File: src/rtl/sram_ctrl_pkg.sv
// rtl/sram_ctrl_pkg.sv - shared types and constants for the SRAM initiator
// Purpose: FSM state encoding, SRAM geometry, and a small max helper used to
//          size the phase counter.
// Ports:   none (package).
package sram_ctrl_pkg;

  localparam int SRAM_ADDR_W = 7;
  localparam int SRAM_DATA_W = 32;

  typedef enum logic [2:0] {
    ST_IDLE,
    ST_SETUP,
    ST_WL_ON,
    ST_PULSE,
    ST_HOLD,
    ST_WL_OFF
  } sram_ctrl_state_t;

  function automatic int max2(input int a, input int b);
    return (a > b) ? a : b;
  endfunction

endpackage

File: src/rtl/sram_phase_timer.sv
// rtl/sram_phase_timer.sv - loadable down-counter timing SETUP and PULSE phases
// Purpose: loaded with a phase length on entry to a timed state; done_o is high
//          during the last cycle of that phase.
// Ports:   clk, rst_n       clock and synchronous active-low reset
//          load_i           load load_val_i this cycle
//          load_val_i       phase length in cycles (>= 1)
//          done_o           current cycle is the last of the phase
module sram_phase_timer #(
  parameter int CNT_W = 2
) (
  input  logic             clk,
  input  logic             rst_n,
  input  logic             load_i,
  input  logic [CNT_W-1:0] load_val_i,
  output logic             done_o
);

  logic [CNT_W-1:0] cnt_q;
  logic [CNT_W-1:0] cnt_d;

  always_comb begin
    cnt_d = cnt_q;
    if (load_i) begin
      cnt_d = load_val_i;
    end else if (cnt_q != '0) begin
      cnt_d = cnt_q - 1'b1;
    end
  end

  always_ff @(posedge clk) begin
    if (!rst_n) begin
      cnt_q <= '0;
    end else begin
      cnt_q <= cnt_d;
    end
  end

  // A count of one means the edge ending this cycle closes the phase.
  assign done_o = (cnt_q == CNT_W'(1));

endmodule

File: src/rtl/sram_ctrl.sv
// rtl/sram_ctrl.sv - single-word initiator sequencing the pulse-driven 128x32 SRAM
// Purpose: accepts one read/write request at a time and drives address,
//          word-line enable and read/write pulses; returns a one-cycle response.
// Ports:   clk, rst_n                        clock, synchronous active-low reset
//          req_valid/req_ready/req_we/req_addr/req_wdata   request handshake
//          resp_valid/resp_rdata             response strobe and read data
//          sram_addr/sram_addr_ready/sram_read_pulse/sram_write_pulse/sram_datain
//                                            registered SRAM strobes and data
//          sram_dataout                      SRAM output register
module sram_ctrl
  import sram_ctrl_pkg::*;
#(
  parameter int SETUP_CYCLES = 1,
  parameter int PULSE_CYCLES = 2
) (
  input  logic                   clk,
  input  logic                   rst_n,
  input  logic                   req_valid,
  output logic                   req_ready,
  input  logic                   req_we,
  input  logic [SRAM_ADDR_W-1:0] req_addr,
  input  logic [SRAM_DATA_W-1:0] req_wdata,
  output logic                   resp_valid,
  output logic [SRAM_DATA_W-1:0] resp_rdata,
  output logic [SRAM_ADDR_W-1:0] sram_addr,
  output logic                   sram_addr_ready,
  output logic                   sram_read_pulse,
  output logic                   sram_write_pulse,
  output logic [SRAM_DATA_W-1:0] sram_datain,
  input  logic [SRAM_DATA_W-1:0] sram_dataout
);

  localparam int CNT_W = $clog2(max2(SETUP_CYCLES, PULSE_CYCLES) + 1);
  localparam logic [CNT_W-1:0] SETUP_LD = CNT_W'(SETUP_CYCLES);
  localparam logic [CNT_W-1:0] PULSE_LD = CNT_W'(PULSE_CYCLES);

  sram_ctrl_state_t state_q, state_d;
  logic                   we_q, we_d;
  logic [SRAM_ADDR_W-1:0] addr_q, addr_d;
  logic [SRAM_DATA_W-1:0] datain_q, datain_d;
  logic                   req_ready_q, req_ready_d;
  logic                   ar_q, ar_d;
  logic                   rp_q, rp_d;
  logic                   wp_q, wp_d;
  logic                   resp_valid_q, resp_valid_d;
  logic [SRAM_DATA_W-1:0] rdata_q, rdata_d;
  logic                   tmr_load;
  logic [CNT_W-1:0]       tmr_val;
  logic                   tmr_done;

  sram_phase_timer #(.CNT_W(CNT_W)) u_timer (
    .clk        (clk),
    .rst_n      (rst_n),
    .load_i     (tmr_load),
    .load_val_i (tmr_val),
    .done_o     (tmr_done)
  );

  always_comb begin
    state_d      = state_q;
    we_d         = we_q;
    addr_d       = addr_q;
    datain_d     = datain_q;
    req_ready_d  = req_ready_q;
    ar_d         = ar_q;
    rp_d         = rp_q;
    wp_d         = wp_q;
    resp_valid_d = resp_valid_q;
    rdata_d      = rdata_q;
    tmr_load     = 1'b0;
    tmr_val      = '0;
    case (state_q)
      ST_IDLE: begin
        if (req_valid && req_ready_q) begin
          we_d        = req_we;
          addr_d      = req_addr;
          datain_d    = req_wdata;
          req_ready_d = 1'b0;
          tmr_load    = 1'b1;
          tmr_val     = SETUP_LD;
          state_d     = ST_SETUP;
        end
      end
      ST_SETUP: begin
        if (tmr_done) begin
          ar_d    = 1'b1;
          state_d = ST_WL_ON;
        end
      end
      ST_WL_ON: begin
        // Exactly one pulse, chosen by the latched direction.
        wp_d     = we_q;
        rp_d     = !we_q;
        tmr_load = 1'b1;
        tmr_val  = PULSE_LD;
        state_d  = ST_PULSE;
      end
      ST_PULSE: begin
        if (tmr_done) begin
          wp_d    = 1'b0;
          rp_d    = 1'b0;
          state_d = ST_HOLD;
        end
      end
      ST_HOLD: begin
        // SRAM output register updated on the read-pulse fall last edge.
        if (!we_q) begin
          rdata_d = sram_dataout;
        end
        resp_valid_d = 1'b1;
        ar_d         = 1'b0;
        state_d      = ST_WL_OFF;
      end
      ST_WL_OFF: begin
        resp_valid_d = 1'b0;
        req_ready_d  = 1'b1;
        state_d      = ST_IDLE;
      end
      default: state_d = ST_IDLE;
    endcase
  end

  always_ff @(posedge clk) begin
    if (!rst_n) begin
      state_q      <= ST_IDLE;
      we_q         <= 1'b0;
      addr_q       <= '0;
      datain_q     <= '0;
      req_ready_q  <= 1'b1;
      ar_q         <= 1'b0;
      rp_q         <= 1'b0;
      wp_q         <= 1'b0;
      resp_valid_q <= 1'b0;
      rdata_q      <= '0;
    end else begin
      state_q      <= state_d;
      we_q         <= we_d;
      addr_q       <= addr_d;
      datain_q     <= datain_d;
      req_ready_q  <= req_ready_d;
      ar_q         <= ar_d;
      rp_q         <= rp_d;
      wp_q         <= wp_d;
      resp_valid_q <= resp_valid_d;
      rdata_q      <= rdata_d;
    end
  end

  assign req_ready        = req_ready_q;
  assign resp_valid       = resp_valid_q;
  assign resp_rdata       = rdata_q;
  assign sram_addr        = addr_q;
  assign sram_addr_ready  = ar_q;
  assign sram_read_pulse  = rp_q;
  assign sram_write_pulse = wp_q;
  assign sram_datain      = datain_q;

endmodule

File: config.mk
export PLATFORM = sky130hd
export DESIGN_NAME = sram_ctrl
export DESIGN_NICKNAME = d
export VERILOG_FILES = /design/src/rtl/sram_ctrl_pkg.sv /design/src/rtl/sram_phase_timer.sv /design/src/rtl/sram_ctrl.sv
export SDC_FILE = /design/constraint.sdc
export NUM_CORES = 1
export LEC_CHECK = 0
export BUFFER_PORTS_ARGS = -buffer_cell sky130_fd_sc_hd__buf_2
export CAP_MARGIN = 10
export CORE_UTILIZATION = 46
export CTS_BUF_LIST = sky130_fd_sc_hd__clkbuf_16
export CTS_CLUSTER_DIAMETER = 200
export DETAILED_ROUTE_END_ITERATION = 6
export GPL_TIMING_DRIVEN = 0
export PLACE_DENSITY = 0.79
export SYNTH_ARGS = -nofsm -noshare
export SYNTH_HDL_FRONTEND = slang
export SYNTH_SLANG_ARGS = --single-unit
export TNS_END_PERCENT = 5
File: constraint.sdc
create_clock -name clk -period 2 [get_ports clk]
set_clock_uncertainty 0.15 [all_clocks]
set_input_delay 0.4 -clock clk [delete_from_list [all_inputs] [get_ports clk]]
set_output_delay 0.4 -clock clk [all_outputs]
set_load 0.005 [all_outputs]
# Yosys cells after proc, flatten, opt, wreduce, memory -nomap -nowiden
# Cells that the tools add are included.
op_classes:
  n_addsub: 1
  eq_ne: 9
  mux: 18
  bitwise_logic: 1
  reduce_logical: 15
op_table:
  columns: ["op", "n"]
  rows:
  - ["3-bit one-hot mux with 5 select lines", 1]
  - ["1-bit one-hot mux with 2 select lines", 6]
  - ["2-bit nonzero test", 6]
  - ["2-bit AND reduction", 5]
  - ["3-bit 2-to-1 mux", 3]
  - ["3-bit by 2-bit == test with 1-bit output, second input constant", 2]
  - ["3-bit == test, second input constant", 2]
  - ["2-bit != test, second input constant", 3]
  - ["1-bit 2-to-1 mux", 5]
  - ["2-bit 2-to-1 mux", 2]
  - ["2-bit one-hot mux with 2 select lines", 1]
  - ["3-bit by 1-bit == test with 1-bit output, second input constant", 1]
  - ["3-bit zero test", 1]
  - ["3-bit AND reduction", 1]
  - ["2-bit by 1-bit == test with 1-bit output, second input constant", 1]
  - ["2-bit by 1-bit subtractor with 2-bit output, second input constant", 1]
  - ["1-bit logical AND", 1]
  - ["1-bit zero test", 1]
  - ["1-bit NOT", 1]
totals:
  ff_bits: 82
  inputBits: 75
  out_inout_bits: 76
  elab_cells: 55

# Depth between registers and ports, before layout
depth:
  ltp_word: 4
  ltp_mapped: 6
  ltp_nobuf: 5

# Cells and area by module
# Synthesis repeated with hierarchy kept, for this count alone.
unflattened:
  hier_cells: 376
  hier_area_um2: 3579.7
by_module_without_submodules:
  columns: ["mod", "instances", "cells_each", "area_per_inst_um2", "seq_area_each_um2"]
  rows:
  - ["sram_ctrl", 1, 362, 3450.8, 1601.5]
  - ["sram_phase_timer", 1, 14, 128.9, 40.0]

# Worst setup path after synthesis
# Ideal clock, no wire load.
synth_timing:
  path_type: "register to register"
  from: "reg state_q[1]"
  to: "reg addr_q[6], in the netlist sram_addr[6]"
  setup_time_ns: 0.072
  t_arrival_ns: 1.398
  required_time_ns: 1.778
  slack_ns: 0.381
  path_stages_with_launch: 6
  n_path_buf: 2
  synth_period_minus_slack_ns: 1.619
  cell_sequence: "dfxtp_1 -> or2_1 -> buf_2 -> nor3_4 -> buf_6 -> mux2i_1"
synth_between:
  elab_chain_len: 2
synth_rtl:
  columns: ["element", "line_no", "rtl"]
  rows:
  - ["start: declaration", "sram_ctrl.sv:37", "sram_ctrl_state_t state_q, state_d;"]
  - ["start signal: assignment", "sram_ctrl.sv:136", "state_q <= state_d;"]
  - ["3-bit zero test", "sram_ctrl.sv:72", "case (state_q)"]
  - ["2-bit AND reduction (no source line)", null, null]
  - ["end signal: assignment", "sram_ctrl.sv:138", "addr_q <= addr_d;"]
  - ["end: declaration", "sram_ctrl.sv:39", "logic [SRAM_ADDR_W-1:0] addr_q, addr_d;"]
# Every way passes these cells.
# A chain may end at the register's enable or synchronous reset.

# Worst setup path in the final report
layout_timing:
  from: "reg state_q[1]"
  to: "reg datain_q[23], in the netlist sram_datain[23]"
layout_between:
  elab_chain_len: 2
layout_rtl:
  columns: ["element", "line_no", "rtl"]
  rows:
  - ["3-bit zero test", "sram_ctrl.sv:72", null]
  - ["2-bit AND reduction (no source line)", null, null]
  - ["end signal: assignment", "sram_ctrl.sv:139", "datain_q <= datain_d;"]
  - ["end: declaration", "sram_ctrl.sv:40", "logic [SRAM_DATA_W-1:0] datain_q, datain_d;"]
# Every way passes these cells.

==> flow_metrics.py <==
metrics = {
    "timing": {
        "maxSlewViolCount": 0,
        "fin_crit_ps": 1900,
        "whs_ps": 165,
        "rsz0062_at_grt": "no",
        "fmax_ghz": 0.527,
        "fin_setup_tns_ps": 0,
        "worst_slew_pin_slew_ps": 579,
        "fin_crit_sh_pct": 94.8,
        "setup-violations-final": 0,
        "hold_viol": 0,
        "slew_headroom_pct": 61.4,
    },
    "global_routing": {
        "grt_use_total_pct": 21.3,
        "gr-usage-met2_pct": 37.0,
        "grt.busiest_layer": "met2",
        "antenna_found_initial": 0,
        "grt_max_degree": 14,
        "grt_pass1_vias": 2903,
        "grt_pass1_wl_mm": 12.5,
        "met1_usage_pct": 24.8,
        "grt-ovfl-total": 0,
        "grt_util_met3_pct": 6.06,
    },
    "floorplanning": {
        "num_io_pins": 151,
        "row_count": 30,
        "start_util_pct": 47.5,
        "die_h_um": 85.7,
        "coreArea_um2": 6790,
        "dieArea_um2": 7350,
        "fp.dieW_um": 85.7,
    },
    "yosys": {
        "mappedNetlistNets": 450,
        "synth_edf_count": 0,
        "yosysSeqAreaShare_pct": 50.9,
        "ys.flop_type": "dfxtp_1",
        "yosysMostFrequentCell": "nand2_1",
        "avgSynthCellArea_um2": 8.64,
        "synth_area_um2": 3220,
        "netlist_instances": 373,
        "synth_commonest_cells": "119 x nand2_1, 82 x dfxtp_1, 40 x mux2i_1",
        "yosys.area.top_type": "dfxtp_1",
        "yosys.area.top_type_share_pct": 50.9,
        "ys_seq_elements": 82,
        "synth_area_leaders": "dfxtp_1 51%, nand2_1 14%, mux2i_1 12%, o21ai_0 5.6%, nand3_1 5.1%",
        "yosysWarnings": 0,
        "yosysUniqueCellTypes": 29,
        "async_flop_share_pct": 0,
    },
    "placement": {
        "gp_congestion": 0.765,
        "dp_hpwl_mm": 5.63,
        "port_buffers": 149,
        "dpl.cell_count": 618,
    },
    "cts": {
        "post_cts_resized": 0,
        "cts_setup_buffers": 0,
        "numCtsBuffers": 9,
        "path_clk_slew_ps": 60,
        "clk_latency_ps": 320,
        "cts_max_level": 3,
        "clk_path_buf_depth": 2,
        "cts.sinks": 82,
        "cts_root_buffer": "clkbuf_16",
        "cts_tree": "done",
        "cts-hold-fix-buffers": 0,
    },
    "layout": {
        "final_cells": 634,
        "antenna_cells": 0,
        "fin_nets": 610,
        "fill_cells": 589,
        "syn2layout_area_growth_pct": 36.4,
        "drive_above_1_share_pct": 32.9,
    },
    "routing": {
        "via_per_inst": 4.80,
        "drtIter0Drc": 67,
        "wl_per_cell_um": 12.3,
        "dr.pass1.iters": 6,
        "vias": 3045,
        "drc": 0,
        "routed_wl_mm": 7.78,
        "ant_nets": 0,
    },
    "setup_path": {
        "critPathLaunchType": "flip-flop",
        "critical_path_class": "reg2reg",
        "crit_path_top_delay_cell": "nor3_4",
        "max_stage_delay_ps": 410,
        "cp.arrival_ps": 1990,
        "critPathRequiredTime_ps": 2100,
        "path_max_fanout": 10,
        "path_cells": "or2_1, buf_2, nor3_4, buf_6, mux2i_1",
        "critPathCaptureType": "flip-flop",
    },
    "min_path": {
        "holdCritPathClass": "in2reg",
    },
    "pwr": {
        "ir_drop_uv": 588,
        "p_leak_nw": 2.12,
        "power.density_nw_per_um2": 987,
    },
    "outcome": {
        "status": "finished clean",
    },
    "run": {
        "maxCapViolCount": 0,
    },
}
[cells by family (layout without fill, tap and decap cells)]
logic type / after synthesis / in the layout / synth area share [%]
simple gates: 169 / 169 / 22.5
flops: 82 / 82 / 50.9
compound gates: 45 / 45 / 7.68
mux: 40 / 40 / 12.4
buf+inv: 33 / 198 / 5.20
fa+ha+maj: 2 / 2 / 0.776
xor+xnor: 2 / 2 / 0.543
[worst max-delay path: cells and delay by family (launching register included)]
kind / cells / cell delay [ps]
and+or+nand+nor: 2 / 660
buffers and inverters: 2 / 400
DFF: 1 / 380
muxes: 1 / 220
[cell usage in the layout, fill, tap and decap left out, types with 3 or more instances in the layout]
| master | count |
|---|---|
| clkbuf_1 | 14 |
| mux2i_1 | 40 |
| nand2b_1 | 3 |
| inv_1 | 3 |
| o21ai_0 | 36 |
| clkinv_1 | 3 |
| clkbuf_16 | 9 |
| nand3_1 | 33 |
| nor2b_1 | 3 |
| buf_6 | 4 |
| clkbuf_2 | 3 |
| nand2_1 | 119 |
| buf_1 | 3 |
| buf_2 | 154 |
| dfxtp_1 | 82 |
| nor2_1 | 4 |
[state kept, by name, summed over array words and instances (netlist names)]
signal	cells
sram_datain	32
req_ready	1
sram_addr_ready	1
state_q	3
u_timer.cnt_q	2
sram_read_pulse	1
sram_addr	7
we_q	1
resp_rdata	32
resp_valid	1
sram_write_pulse	1
[per-stage QoR]
stage	util, %	instance area [um^2]	setup WS, ps	total power, mW
after CTS	64.8	4400	72.6	4.38
after floorplan	-	3220	381	2.38
after detailed placement	60.2	4090	99.2	2.67
after global routing	64.8	4400	4.27	4.54
after global placement	60.2	4090	172	2.64
final	64.8	4400	104	4.34
[report_power, final]
group	total [mW]	switching (mW)	internal (mW)
logic	0.767	0.389	0.378
clock network	1.70	0.625	1.08
registers	1.87	0.0889	1.78
[worst paths after layout]
| check | cells past startpoint | startpoint | slack [ps] | end |
|---|---|---|---|---|
| setup / recovery | 5 | state_q[1]$_SDFFE_PN0P_ | 100 | sram_datain[23]$_SDFFE_PN0P_ |
| hold / removal | 3 | sram_dataout[30] | 170 | resp_rdata[30]$_SDFFE_PN0P_ |
| setup reg to reg | 5 | state_q[1]$_SDFFE_PN0P_ | 100 | sram_datain[23]$_SDFFE_PN0P_ |
| hold reg to reg | 2 | sram_datain[28]$_SDFFE_PN0P_ | 300 | sram_datain[28]$_SDFFE_PN0P_ |
[area by class of cell]
class | count | area, um^2 | area share [%]
clock inverter | 7 | 83.8 | 1.91
multi-input combinational | 258 | 1420 | 32.2
clock buffer | 9 | 225 | 5.12
buffer | 30 | 156 | 3.56
inverter | 3 | 11.3 | 0.256
tap | 96 | 120 | 2.73
sequential | 82 | 1640 | 37.3
timing repair buffer | 149 | 746 | 17.0
[per-layer routing]
layer  wire (um)  share of wire (%)
met5           0                  0
met3         585                7.5
met4          81                1.0
met2        3630                 47
met1        3480                 45
(Power assumes the default switching activity.)
